--- src/rtl/gyro_pkg.sv ---
// Shared definitions for the gyro rate integrator: controller states and the
// Q16 rounding constants used by the scaling datapath.
package gyro_pkg;

    typedef enum logic [2:0] {
        IDLE,
        INTEG,
        CAL,
        CAL_ACC,
        CAL_FIN
    } gyro_state_e;

    localparam int Q16_HALF  = 1 << 15;
    localparam int Q16_SHIFT = 16;

endpackage

--- src/rtl/gyro_scale_sat.sv ---
// One-channel integration step: bias removal, Q16 gain with round-half-up,
// accumulate onto the angle, then saturate or wrap back to DW bits.
module gyro_scale_sat
    import gyro_pkg::*;
#(
    parameter int DW        = 16,
    parameter int K_SCALE   = 1311,
    parameter int WRAP_MODE = 0
) (
    input  logic signed [DW-1:0] sample_i,
    input  logic signed [DW-1:0] bias_i,
    input  logic signed [DW-1:0] angle_i,
    output logic signed [DW-1:0] angle_o
);

    localparam int PW = DW + 18;
    localparam logic signed [PW-1:0] HALF  = PW'(Q16_HALF);
    localparam logic signed [DW+1:0] S_MAX = {3'b000, {(DW-1){1'b1}}};
    localparam logic signed [DW+1:0] S_MIN = {3'b111, {(DW-1){1'b0}}};

    function automatic logic signed [DW+1:0] round_q16(input logic signed [PW-1:0] prod);
        return (DW+2)'((prod + HALF) >>> Q16_SHIFT);
    endfunction

    function automatic logic signed [DW-1:0] sat_dw(input logic signed [DW+1:0] sum);
        if (sum > S_MAX) begin
            return S_MAX[DW-1:0];
        end else if (sum < S_MIN) begin
            return S_MIN[DW-1:0];
        end
        return sum[DW-1:0];
    endfunction

    logic signed [DW:0]   d;
    logic signed [16:0]   k_s;
    logic signed [PW-1:0] p;
    logic signed [DW+1:0] delta;
    logic signed [DW+1:0] s;

    assign d     = {sample_i[DW-1], sample_i} - {bias_i[DW-1], bias_i};
    assign k_s   = {1'b0, 16'(K_SCALE)};
    assign p     = PW'(d) * PW'(k_s);
    assign delta = round_q16(p);
    assign s     = {{2{angle_i[DW-1]}}, angle_i} + delta;

    assign angle_o = (WRAP_MODE == 1) ? s[DW-1:0] : sat_dw(s);

endmodule

--- src/rtl/gyro_integrator.sv ---
// Multi-channel gyro integrator: one channel per cycle through a shared
// scaling datapath, with an averaging bias calibration mode.
module gyro_integrator
    import gyro_pkg::*;
#(
    parameter int N_CH      = 3,
    parameter int DW        = 16,
    parameter int K_SCALE   = 1311,
    parameter int CAL_LOG2  = 8,
    parameter int WRAP_MODE = 0
) (
    input  logic                 clk,
    input  logic                 rst_n,
    input  logic                 in_valid,
    output logic                 in_ready,
    input  logic [N_CH*DW-1:0]   in_data,
    input  logic                 cal_start,
    input  logic                 clr,
    output logic [N_CH*DW-1:0]   angle,
    output logic [N_CH*DW-1:0]   bias,
    output logic                 out_valid,
    output logic                 cal_busy,
    output logic                 cal_done
);

    localparam int CW = (N_CH > 1) ? $clog2(N_CH) : 1;
    localparam int AW = DW + CAL_LOG2;
    localparam int NW = CAL_LOG2 + 1;

    gyro_state_e          state_q, state_d;
    logic [CW-1:0]        ch_q, ch_d;
    logic [NW-1:0]        cnt_q, cnt_d;
    logic                 out_valid_q, cal_done_q;

    logic signed [DW-1:0] data_q  [N_CH];
    logic signed [DW-1:0] angle_q [N_CH];
    logic signed [DW-1:0] bias_q  [N_CH];
    logic signed [AW-1:0] acc_q   [N_CH];

    logic                 transfer, last_ch;
    logic                 capture, integ_we, acc_clr, acc_we, fin;
    logic signed [DW-1:0] angle_nxt;

    assign in_ready = (state_q == IDLE) || (state_q == CAL);
    assign transfer = in_valid && in_ready;
    assign last_ch  = (ch_q == CW'(N_CH - 1));
    assign cal_busy = (state_q == CAL) || (state_q == CAL_ACC) || (state_q == CAL_FIN);
    assign out_valid = out_valid_q;
    assign cal_done  = cal_done_q;

    always_comb begin
        state_d  = state_q;
        ch_d     = ch_q;
        cnt_d    = cnt_q;
        capture  = 1'b0;
        integ_we = 1'b0;
        acc_clr  = 1'b0;
        acc_we   = 1'b0;
        fin      = 1'b0;
        case (state_q)
            IDLE: begin
                if (cal_start) begin
                    state_d = CAL;
                    acc_clr = 1'b1;
                    cnt_d   = '0;
                end else if (transfer) begin
                    capture = 1'b1;
                    ch_d    = '0;
                    state_d = INTEG;
                end
            end
            INTEG: begin
                integ_we = 1'b1;
                if (last_ch) begin
                    ch_d    = '0;
                    state_d = IDLE;
                end else begin
                    ch_d = ch_q + CW'(1);
                end
            end
            CAL: begin
                if (transfer) begin
                    capture = 1'b1;
                    ch_d    = '0;
                    state_d = CAL_ACC;
                end
            end
            CAL_ACC: begin
                acc_we = 1'b1;
                if (last_ch) begin
                    ch_d    = '0;
                    cnt_d   = cnt_q + NW'(1);
                    // the sample being folded in now is the last one of the window
                    state_d = (cnt_q == NW'((1 << CAL_LOG2) - 1)) ? CAL_FIN : CAL;
                end else begin
                    ch_d = ch_q + CW'(1);
                end
            end
            CAL_FIN: begin
                fin     = 1'b1;
                cnt_d   = '0;
                state_d = IDLE;
            end
            default: state_d = IDLE;
        endcase
    end

    always_ff @(posedge clk or negedge rst_n) begin
        if (!rst_n) begin
            state_q     <= IDLE;
            ch_q        <= '0;
            cnt_q       <= '0;
            out_valid_q <= 1'b0;
            cal_done_q  <= 1'b0;
        end else begin
            state_q     <= state_d;
            ch_q        <= ch_d;
            cnt_q       <= cnt_d;
            out_valid_q <= integ_we && last_ch;
            cal_done_q  <= fin;
        end
    end

    always_ff @(posedge clk) begin
        if (capture) begin
            for (int i = 0; i < N_CH; i++) begin
                data_q[i] <= in_data[i*DW +: DW];
            end
        end
    end

    gyro_scale_sat #(
        .DW        (DW),
        .K_SCALE   (K_SCALE),
        .WRAP_MODE (WRAP_MODE)
    ) u_scale (
        .sample_i (data_q[ch_q]),
        .bias_i   (bias_q[ch_q]),
        .angle_i  (angle_q[ch_q]),
        .angle_o  (angle_nxt)
    );

    // clr and calibration completion both override the per-channel update
    always_ff @(posedge clk or negedge rst_n) begin
        if (!rst_n) begin
            for (int i = 0; i < N_CH; i++) begin
                angle_q[i] <= '0;
                bias_q[i]  <= '0;
                acc_q[i]   <= '0;
            end
        end else begin
            for (int i = 0; i < N_CH; i++) begin
                if (clr || fin) begin
                    angle_q[i] <= '0;
                end else if (integ_we && (ch_q == CW'(i))) begin
                    angle_q[i] <= angle_nxt;
                end
                if (fin) begin
                    bias_q[i] <= DW'(acc_q[i] >>> CAL_LOG2);
                end
                if (acc_clr) begin
                    acc_q[i] <= '0;
                end else if (acc_we && (ch_q == CW'(i))) begin
                    acc_q[i] <= acc_q[i] + {{CAL_LOG2{data_q[i][DW-1]}}, data_q[i]};
                end
            end
        end
    end

    for (genvar g = 0; g < N_CH; g++) begin : g_pack
        assign angle[g*DW +: DW] = angle_q[g];
        assign bias[g*DW +: DW]  = bias_q[g];
    end

endmodule

--- config.mk ---
export PLATFORM = sky130hd
export DESIGN_NAME = gyro_integrator
export DESIGN_NICKNAME = d
export VERILOG_FILES = /design/src/rtl/gyro_pkg.sv /design/src/rtl/gyro_scale_sat.sv /design/src/rtl/gyro_integrator.sv
export SDC_FILE = /design/constraint.sdc
export NUM_CORES = 1
export LEC_CHECK = 0
export CAP_MARGIN = 10
export CELL_PAD_IN_SITES_DETAIL_PLACEMENT = 2
export CELL_PAD_IN_SITES_GLOBAL_PLACEMENT = 2
export CORE_MARGIN = 2
export CORE_UTILIZATION = 30
export CTS_CLUSTER_SIZE = 28
export DETAILED_ROUTE_END_ITERATION = 16
export PLACE_DENSITY = 0.78
export RECOVER_POWER = 100
export SLEW_MARGIN = 20
export SYNTH_ARGS = -nofsm -noshare
export SYNTH_HDL_FRONTEND = slang
export SYNTH_SLANG_ARGS = --single-unit
--- constraint.sdc ---
create_clock -name clk -period 14.5 [get_ports clk]
set_input_delay 2.9 -clock clk [delete_from_list [all_inputs] [get_ports clk]]
set_output_delay 2.9 -clock clk [all_outputs]
set_load 0.01 [all_outputs]
==> results of run 1 <==
==> path summary, 6_finish.rpt <==
check | cells past startpoint | slack (ns) | startpoint | to
max | 46 | 1.50 | ch_q[0]$_DFFE_PN0P_ | angle[45]$_DFFE_PN0P_
min | 1 | 0.49 | acc_q[71]$_DFFE_PN0P_ | acc_q[71]$_DFFE_PN0P_
max reg2reg | 46 | 1.50 | ch_q[0]$_DFFE_PN0P_ | angle[45]$_DFFE_PN0P_
min reg2reg | 1 | 0.49 | acc_q[71]$_DFFE_PN0P_ | acc_q[71]$_DFFE_PN0P_
max in group asynchronous | 3 | 3.08 | rst_n | ch_q[1]$_DFFE_PN0P_
min in group asynchronous | 1 | 3.85 | rst_n | angle[37]$_DFFE_PN0P_
==> through the flow <==
stage | setup slack, ns | hold WS [ns] | utilization [%] | cell area [um2]
after global placement | 2.63 | 0.464 | 34.2 | 20600
after global routing | 0.445 | 0.518 | 35.8 | 21600
after CTS | 1.86 | 0.495 | 35.9 | 21600
after floorplan | 3.89 | 0.443 | - | 18200
after detailed placement | 1.97 | 0.487 | 34.2 | 20600
final | 1.50 | 0.492 | 35.8 | 21600
==> registers in the layout (all words and copies together), names as in the netlist <==
| register | cells |
|---|---|
| cal_done | 1 |
| acc_q | 72 |
| bias | 48 |
| cnt_q | 9 |
| state_q | 3 |
| angle | 48 |
| data_q | 48 |
| out_valid | 1 |
| ch_q | 2 |
==> Yosys cell counts (all sizes together) (6+ instances only) <==
| master | number | area share (%) |
|---|---|---|
| clkbuf | 53 | 1.1 |
| a211oi | 12 | 0.55 |
| mux2i | 53 | 2.9 |
| buf | 12 | 0.41 |
| ha | 188 | 13 |
| nor2b | 20 | 0.69 |
| o21a | 12 | 0.49 |
| and2 | 17 | 0.60 |
| edfxtp | 48 | 7.9 |
| fa | 74 | 8.1 |
| dfrtp | 184 | 25 |
| o211ai | 9 | 0.37 |
| xnor2 | 77 | 3.7 |
| inv | 168 | 3.5 |
| or3 | 12 | 0.44 |
| xor2 | 53 | 2.5 |
| or2 | 6 | 0.21 |
| o21ai | 181 | 5.0 |
| a21boi | 9 | 0.37 |
| a21o | 37 | 1.5 |
| nand2 | 155 | 3.2 |
| nand4 | 8 | 0.27 |
| mux2 | 49 | 3.0 |
| o31ai | 14 | 0.58 |
| a21oi | 99 | 2.8 |
| nor3 | 34 | 0.96 |
| nand2b | 20 | 0.69 |
| nor2 | 110 | 2.3 |
| a31oi | 18 | 0.78 |
| and3 | 14 | 0.48 |
| nand3 | 96 | 2.7 |
| o21bai | 8 | 0.33 |
==> layout make-up <==
type	instances	area (um2)
flip-flops and latches	232	6050
clock inverters	12	178
well taps	782	978
inverters	168	631
repair buffers	166	1590
multi-input cells	1449	11300
clock buffers	42	866
fillers	6533	38700
==> kinds of logic after synthesis <==
group	count (synthesis)	synth area share (%)
AO/OA/AOI/OAI	438	14.9
XOR/XNOR	130	6.25
adder cells (fa/ha/maj)	263	21.1
buffers and inverters	233	4.97
flip-flops	232	33.2
multiplexers	102	5.94
AND/OR/NAND/NOR	516	13.7
==> worst register-to-register path: cells and delay by family (launching register included) <==
family,cells,cell delay (ns)
xor+xnor,3,0.59
flops,1,0.83
buf+inv,4,0.34
mux,2,0.50
fa+ha+maj,9,3.23
compound gates,11,2.43
simple gates,17,4.93
==> per-layer routing <==
layer | GRT usage, % | routed length (um) | vias up
li1 | - | - | 6948
met1 | 26.0 | 27500 | 7693
met2 | 35.3 | 30900 | 248
met3 | 2.46 | 2370 | 95
met4 | 5.80 | 1860 | 0
met5 | 0 | 0 | -
==> impl_metrics.ini, run 1 <==
[clock_network]
cts_root_buf = clkbuf_16
cts_buffer_depth = 3
cts_tree = yes
cts_setup_buffers = 0
cts_resized = 0
cts_hold_buf = 0
htree_levels = 1
worst_setup_hold_path_clk_slew_ns = 0.06
clkLatencyLatePin_ns = 0.62
cts_sinks = 232
cts_buffers = 30

[detailed_routing]
drc_errors = 0
route.antenna.remaining_nets = 0
firstDrtPassIters = 5
vias = 15000
drtIter0Drc = 724
detail_route.wl_per_cell_um = 22.0
wl_um = 62600
via_per_inst = 5.26

[global_route]
antenna_found_initial = 1
grt_pass1_vias = 17000
grt_pass1_wl_um = 99800
overflow = 0
grt_usage_pct = 20.1
grt_max_degree = 75

[timing]
maxSlewViolCount = 493
finalHoldViolCount = 0
setup_viol = 0
rsz0062_at_grt = no
post-route-min-period_ns = 13.00
tns_ns = 0
worst_pin_slew_ns = 4.37
finalCritPeriodShare_pct = 89.6
maxClockFrequency_mhz = 76.9
slew_headroom_pct = -192
clock_skew_ns = 0.0658

[layout]
layout_common_cells = 188 x ha_1, 182 x dfrtp_1, 173 x o21ai_0
antenna_cells = 0
final_cell_count_no_fill = 2851
nets = 2362
layout_commonest_cell = ha_1
drive_above_1_share_pct = 6.86
syn_to_final_growth_pct = 18.4

[synthesis]
synth.cell_area_um2 = 18200
synth_edf_count = 48
syn-num-nets = 2229
synth_flop_cell = dfrtp_1
ys_warn_count = 0
async_flop_share_pct = 79.3
ys_seq_elements = 232
synth.distinct_cells = 82
syn_inst = 1914
synth_area_per_cell_um2 = 9.52
yosysSeqAreaShare_pct = 33.2

[critical_path]
cp_max_fo = 34
worst-path-buf-inv = 4
critPathCaptureType = flip-flop
critPathRequiredTime_ns = 14.96
max_stage_delay_ns = 0.99
cp.arrival_ns = 13.46
worst_path_dominant_cell_family = simple AND/OR/NAND/NOR gates
crit_slowest_cell = nor2b_1
start_kind = flip-flop
critical_path_class = reg -> reg
cp_common_cell = ha_1

[die]
initial_utilization_pct = 30.2
core-area_um2 = 60200
dieWidth_um = 250
die_area_um2 = 62700
ioPinCount = 153
rows = 90
die_y_um = 250

[place]
numPortBuffers = 152
place_congestion = 0.828
dp.cells = 2797
dp_hpwl_um = 48700

[run]
cap_viol_max_count = 10

[outcome]
outcome = finished, violations left
violations = max-capacitance violations, max-slew violations

[hold_path]
hold_class = reg -> reg
Power of run 1 is not shown: default switching activity piles up to over one toggle a cycle in this logic, so the estimate is an artifact.
==> run 2: changes to the inputs <==
--- a/config.mk
+++ b/config.mk
@@ -5,6 +5,7 @@
 export SDC_FILE = /design/constraint.sdc
 export NUM_CORES = 1
 export LEC_CHECK = 0
+export ABC_AREA = 1
 export CAP_MARGIN = 10
 export CELL_PAD_IN_SITES_DETAIL_PLACEMENT = 2
 export CELL_PAD_IN_SITES_GLOBAL_PLACEMENT = 2
@@ -12,9 +13,9 @@
 export CORE_UTILIZATION = 30
 export CTS_CLUSTER_SIZE = 28
 export DETAILED_ROUTE_END_ITERATION = 16
-export PLACE_DENSITY = 0.78
+export PLACE_DENSITY = 0.82
 export RECOVER_POWER = 100
-export SLEW_MARGIN = 20
+export SLEW_MARGIN = 5
 export SYNTH_ARGS = -nofsm -noshare
 export SYNTH_HDL_FRONTEND = slang
 export SYNTH_SLANG_ARGS = --single-unit
==> impl_metrics.ini, run 2 <==
[synthesis]
async_flop_share_pct = 79.3
synth_edf_count = 48
synth_area_per_cell_um2 = 7.86
ys_seq_elements = 232
yosysTopAreaCell = dfrtp_1
synth_flop_cell = dfrtp_1
synth.distinct_cells = 57
yosysSeqAreaShare_pct = 32.1
ys_warn_count = 0
yosysMostFrequentCell = nand2_1
synthTopCellsByCount = 586 x nand2_1, 359 x inv_1, 188 x ha_1
syn-num-nets = 2709
synth_top_area_share_pct = 24.5
synth.area.top_cells = dfrtp_1 24%, ha_1 12%, nand2_1 12%
synth.cell_area_um2 = 18800
syn_inst = 2394

[run]
cap_viol_max_count = 6

[timing]
clock_skew_ns = 0.0353
maxSlewViolCount = 345
timing.hold.ws_ns = 0.497
finalCritPeriodShare_pct = 89.1
finalHoldViolCount = 0
setup_viol = 0
tns_ns = 0
maxClockFrequency_mhz = 77.4
worst_pin_slew_ns = 4.02
rsz0062_at_grt = no
post-route-min-period_ns = 12.92
slew_headroom_pct = -168

[clock_network]
cts_sinks = 232
cts_buffer_depth = 3
clkLatencyLatePin_ns = 0.60
htree_levels = 1
cts_root_buf = clkbuf_16
cts_tree = yes
cts_buffers = 29
worst_setup_hold_path_clk_slew_ns = 0.06
cts_hold_buf = 0
cts_resized = 0
cts_setup_buffers = 0

[hold_path]
hold-path-endpoint = acc_q[55]$_DFFE_PN0P_
min_from = acc_q[55]$_DFFE_PN0P_
worstHoldPathCells = 2
hold_class = reg -> reg

[global_route]
grt_pass1_vias = 20100
antenna_found_initial = 5
grt_pass1_wl_um = 116000
overflow = 0
grt_max_degree = 87
grt_usage_pct = 23.0

[detailed_routing]
drtIter0Drc = 814
firstDrtPassIters = 5
wl_um = 73500
drc_errors = 0
detail_route.wl_per_cell_um = 21.6
via_per_inst = 5.17
route.antenna.remaining_nets = 0
vias = 17600

[outcome]
violations = max-capacitance violations, max-slew violations
outcome = finished, violations left

[die]
dieWidth_um = 254
initial_utilization_pct = 30.4
die_y_um = 254
core-area_um2 = 61800
die_area_um2 = 64700
rows = 91
ioPinCount = 153

[place]
dpl_cell_area_um2 = 21200
numPortBuffers = 152
dp_hpwl_um = 58300
place_congestion = 0.859
dp.cells = 3345

[critical_path]
r2r-end = angle[18]$_DFFE_PN0P_
reg2reg_from = ch_q[1]$_DFFE_PN0P_
critPathRequiredTime_ns = 15.00
critical_path_class = reg -> reg
cp_common_cell = inv_1
cp_max_fo = 33
max_stage_delay_ns = 1.13
ff2ff_path_depth = 52
crit_slowest_cell = nor2_1
critPathCaptureType = flip-flop
r2r_setup_slack_ns = 1.58
start_kind = flip-flop
cp.arrival_ns = 13.42

[layout]
largest_reg_flops = 72
drive_above_1_share_pct = 4.45
layout_commonest_cell = nand2_1
top_register = acc_q
layout_common_cells = 586 x nand2_1, 358 x inv_1, 188 x ha_1
syn_to_final_growth_pct = 18.0
nets = 2855
final_cell_count_no_fill = 3402
design_area_um2 = 22200
[run 2: cell count changes after synthesis, moves of 35 or more]
cell / change
a21oi_1: +81
inv_1: +191
o21ai_1: -36
xnor2_1: -55
mux2i_1: -53
nand2_1: +431
nor2_1: +35
mux2_2: -48
[run 2: worst max-delay path, delay by kind of cell, from the launching register on]
family                   cells  cell delay (ns)
flip-flops                   1             0.86
AO/OA/AOI/OAI               11             2.55
XOR/XNOR                     4             1.49
buffers and inverters       10             1.48
AND/OR/NAND/NOR             20             3.46
adder cells (fa/ha/maj)      7             2.96
[run 2: cells by family (layout without fill, tap and decap cells)]
family | count (synthesis) | in the layout | synth area share, %
and+or+nand+nor | 958 | 958 | 22.0
buffers and inverters | 414 | 583 | 8.58
xor gates and xnor gates | 70 | 70 | 3.30
muxes | 1 | 1 | 0.0598
adders and majority gates | 262 | 262 | 20.4
other | 0 | 2 | 0
DFF | 232 | 232 | 32.1
AOI/OAI and AO/OA | 457 | 457 | 13.6
[run 2: layout make-up]
cell class,instances,area (um2)
fill,7046,39600
multi-input combinational,1748,11100
sequential,232,6050
timing repair buffer,166,1620
inverter,363,1360
tap,837,1050
clock buffer,43,838
clock inverter,11,149
antenna,2,5.00
[run 2: per-stage QoR]
step,worst slack [ns],util [%]
2_1_floorplan,4.71,-
3_3_place_gp,2.35,34.4
3_5_place_dp,1.73,34.4
4_1_cts,1.60,36.0
5_1_grt,0.517,35.9
6_report,1.58,35.9
[run 2: worst max path at each step]
stage	to	start	depth (start not counted)	slack, ns
floorplan	angle[18]$_DFFE_PN0P_	ch_q[1]$_DFFE_PN0P_	53	4.71
global placement	angle[17]$_DFFE_PN0P_	ch_q[1]$_DFFE_PN0P_	46	2.35
detailed placement	angle[38]$_DFFE_PN0P_	ch_q[1]$_DFFE_PN0P_	51	1.73
CTS	angle[18]$_DFFE_PN0P_	ch_q[1]$_DFFE_PN0P_	49	1.60
global route	angle[18]$_DFFE_PN0P_	ch_q[1]$_DFFE_PN0P_	50	0.52
finish	angle[18]$_DFFE_PN0P_	ch_q[1]$_DFFE_PN0P_	52	1.58
[run 2: metal layers]
metal	GRT usage [%]	vias up	share of wire, %
met4	7.83	0	3.3
met1	28.3	8973	43
li1	-	8161	-
met3	2.06	126	2.9
met2	41.9	312	51
met5	0	-	0
Power of run 2 is left out for the same reason.
==> run 3: changes to the inputs <==
--- a/config.mk
+++ b/config.mk
@@ -5,7 +5,6 @@
 export SDC_FILE = /design/constraint.sdc
 export NUM_CORES = 1
 export LEC_CHECK = 0
-export ABC_AREA = 1
 export CAP_MARGIN = 10
 export CELL_PAD_IN_SITES_DETAIL_PLACEMENT = 2
 export CELL_PAD_IN_SITES_GLOBAL_PLACEMENT = 2
@@ -13,8 +12,8 @@
 export CORE_UTILIZATION = 30
 export CTS_CLUSTER_SIZE = 28
 export DETAILED_ROUTE_END_ITERATION = 16
-export PLACE_DENSITY = 0.82
-export RECOVER_POWER = 100
+export PLACE_DENSITY = 0.78
+export RECOVER_POWER = 25
 export SLEW_MARGIN = 5
 export SYNTH_ARGS = -nofsm -noshare
 export SYNTH_HDL_FRONTEND = slang
==> impl_metrics.ini, run 3 (same netlist as run 1, synthesis figures left out) <==
[outcome]
outcome = finished, violations left
violations = max-capacitance violations, max-slew violations

[timing]
clock_skew_ns = 0.0645
maxSlewViolCount = 155
post-route-min-period_ns = 12.65
setup_viol = 0
finalCritPeriodShare_pct = 87.2
worst_pin_slew_ns = 4.38
rsz0062_at_grt = no
slew_headroom_pct = -192
maxClockFrequency_mhz = 79.0
tns_ns = 0
finalHoldViolCount = 0

[clock_network]
cts_setup_buffers = 0
cts_sinks = 232
cts_buffers = 30
cts_root_buf = clkbuf_16
cts_hold_buf = 0
clkLatencyLatePin_ns = 0.62
cts_resized = 0
cts_buffer_depth = 3
htree_levels = 1
worst_setup_hold_path_clk_slew_ns = 0.06
cts_tree = yes

[detailed_routing]
route.antenna.remaining_nets = 0
detail_route.wl_per_cell_um = 22.0
drc_errors = 0
firstDrtPassIters = 5
drtIter0Drc = 680
wl_um = 62600
vias = 14900
via_per_inst = 5.24

[layout]
design_area_um2 = 21600
multi_input_area_um2 = 11300
syn_to_final_growth_pct = 18.6
top_register = acc_q
nets = 2362
largest_reg_flops = 72
layout_common_cells = 188 x ha_1, 182 x dfrtp_1, 168 x inv_1
fillers = 6529
regArea_um2 = 6050
final_util_pct = 35.9
drive_above_1_share_pct = 7.20
antenna_cells = 0
layout_commonest_cell = ha_1
final_cell_count_no_fill = 2851

[critical_path]
r2r_setup_slack_ns = 1.85
critical_path_class = reg -> reg
critPathCaptureType = flip-flop
crit_slowest_cell = dfrtp_2
cp_common_cell = ha_1
start_kind = flip-flop
critPathRequiredTime_ns = 14.96
cp_max_fo = 34
cp.arrival_ns = 13.11
max_stage_delay_ns = 0.83

[die]
core-area_um2 = 60200
die_y_um = 250
rows = 90
initial_utilization_pct = 30.2
dieWidth_um = 250
die_area_um2 = 62700
ioPinCount = 153

[hold_path]
hold_class = reg -> reg

[global_route]
grt_pass1_vias = 17000
antenna_found_initial = 1
grt_max_degree = 75
grt_usage_pct = 20.1
met1_usage_pct = 26.0
grt_util_met2_pct = 35.3
grt_pass1_wl_um = 99800
top_usage_layer = met2
overflow = 0
met3_usage_pct = 2.46

[place]
numPortBuffers = 152
place_congestion = 0.828
dp_hpwl_um = 48700
dp.cells = 2797
dpl_cell_area_um2 = 20600

[run]
cap_viol_max_count = 3
-- run 3: path summary, 6_finish.rpt --
| path | from | to | cells after the start |
|---|---|---|---|
| max in group asynchronous | rst_n | ch_q[1]$_DFFE_PN0P_ | 3 |
| worst max register to register | ch_q[0]$_DFFE_PN0P_ | angle[30]$_DFFE_PN0P_ | 46 |
| worst min-delay path | acc_q[71]$_DFFE_PN0P_ | acc_q[71]$_DFFE_PN0P_ | 1 |
| min in group asynchronous | rst_n | angle[37]$_DFFE_PN0P_ | 1 |
| worst min register to register | acc_q[71]$_DFFE_PN0P_ | acc_q[71]$_DFFE_PN0P_ | 1 |
| worst max-delay path | ch_q[0]$_DFFE_PN0P_ | angle[30]$_DFFE_PN0P_ | 46 |
-- run 3: area by class of cell --
| cell class | count | share of cell area, % |
|---|---|---|
| multi-input cells | 1449 | 52.2 |
| flip-flops and latches | 232 | 28.0 |
| repair buffers | 166 | 7.47 |
| well taps | 782 | 4.53 |
| clock buffers | 42 | 4.01 |
| inverters | 168 | 2.92 |
| clock inverters | 12 | 0.823 |
-- run 3: routing by layer --
layer / part of all wire [%] / vias to the layer above
met5: 0 / -
met4: 2.9 / 0
met3: 3.6 / 93
met2: 49 / 241
met1: 44 / 7667
li1: - / 6947
-- run 3: through the flow --
| step | setup WS, ns | hold WS [ns] |
|---|---|---|
| after floorplan | 3.89 | 0.443 |
| after detailed placement | 1.97 | 0.487 |
| after global placement | 2.63 | 0.464 |
| after CTS | 1.86 | 0.495 |
| after global routing | 0.869 | 0.518 |
| final | 1.85 | 0.490 |
-- run 3: worst max-delay path: cells and delay by family (launching register included) --
| family | cells | cell delay, ns |
|---|---|---|
| fa+ha+maj | 9 | 3.23 |
| buf+inv | 4 | 0.34 |
| flops | 1 | 0.83 |
| simple gates | 17 | 4.66 |
| compound gates | 11 | 2.33 |
| xor+xnor | 3 | 0.59 |
| mux | 2 | 0.50 |
Power of run 3 is left out for the same reason.
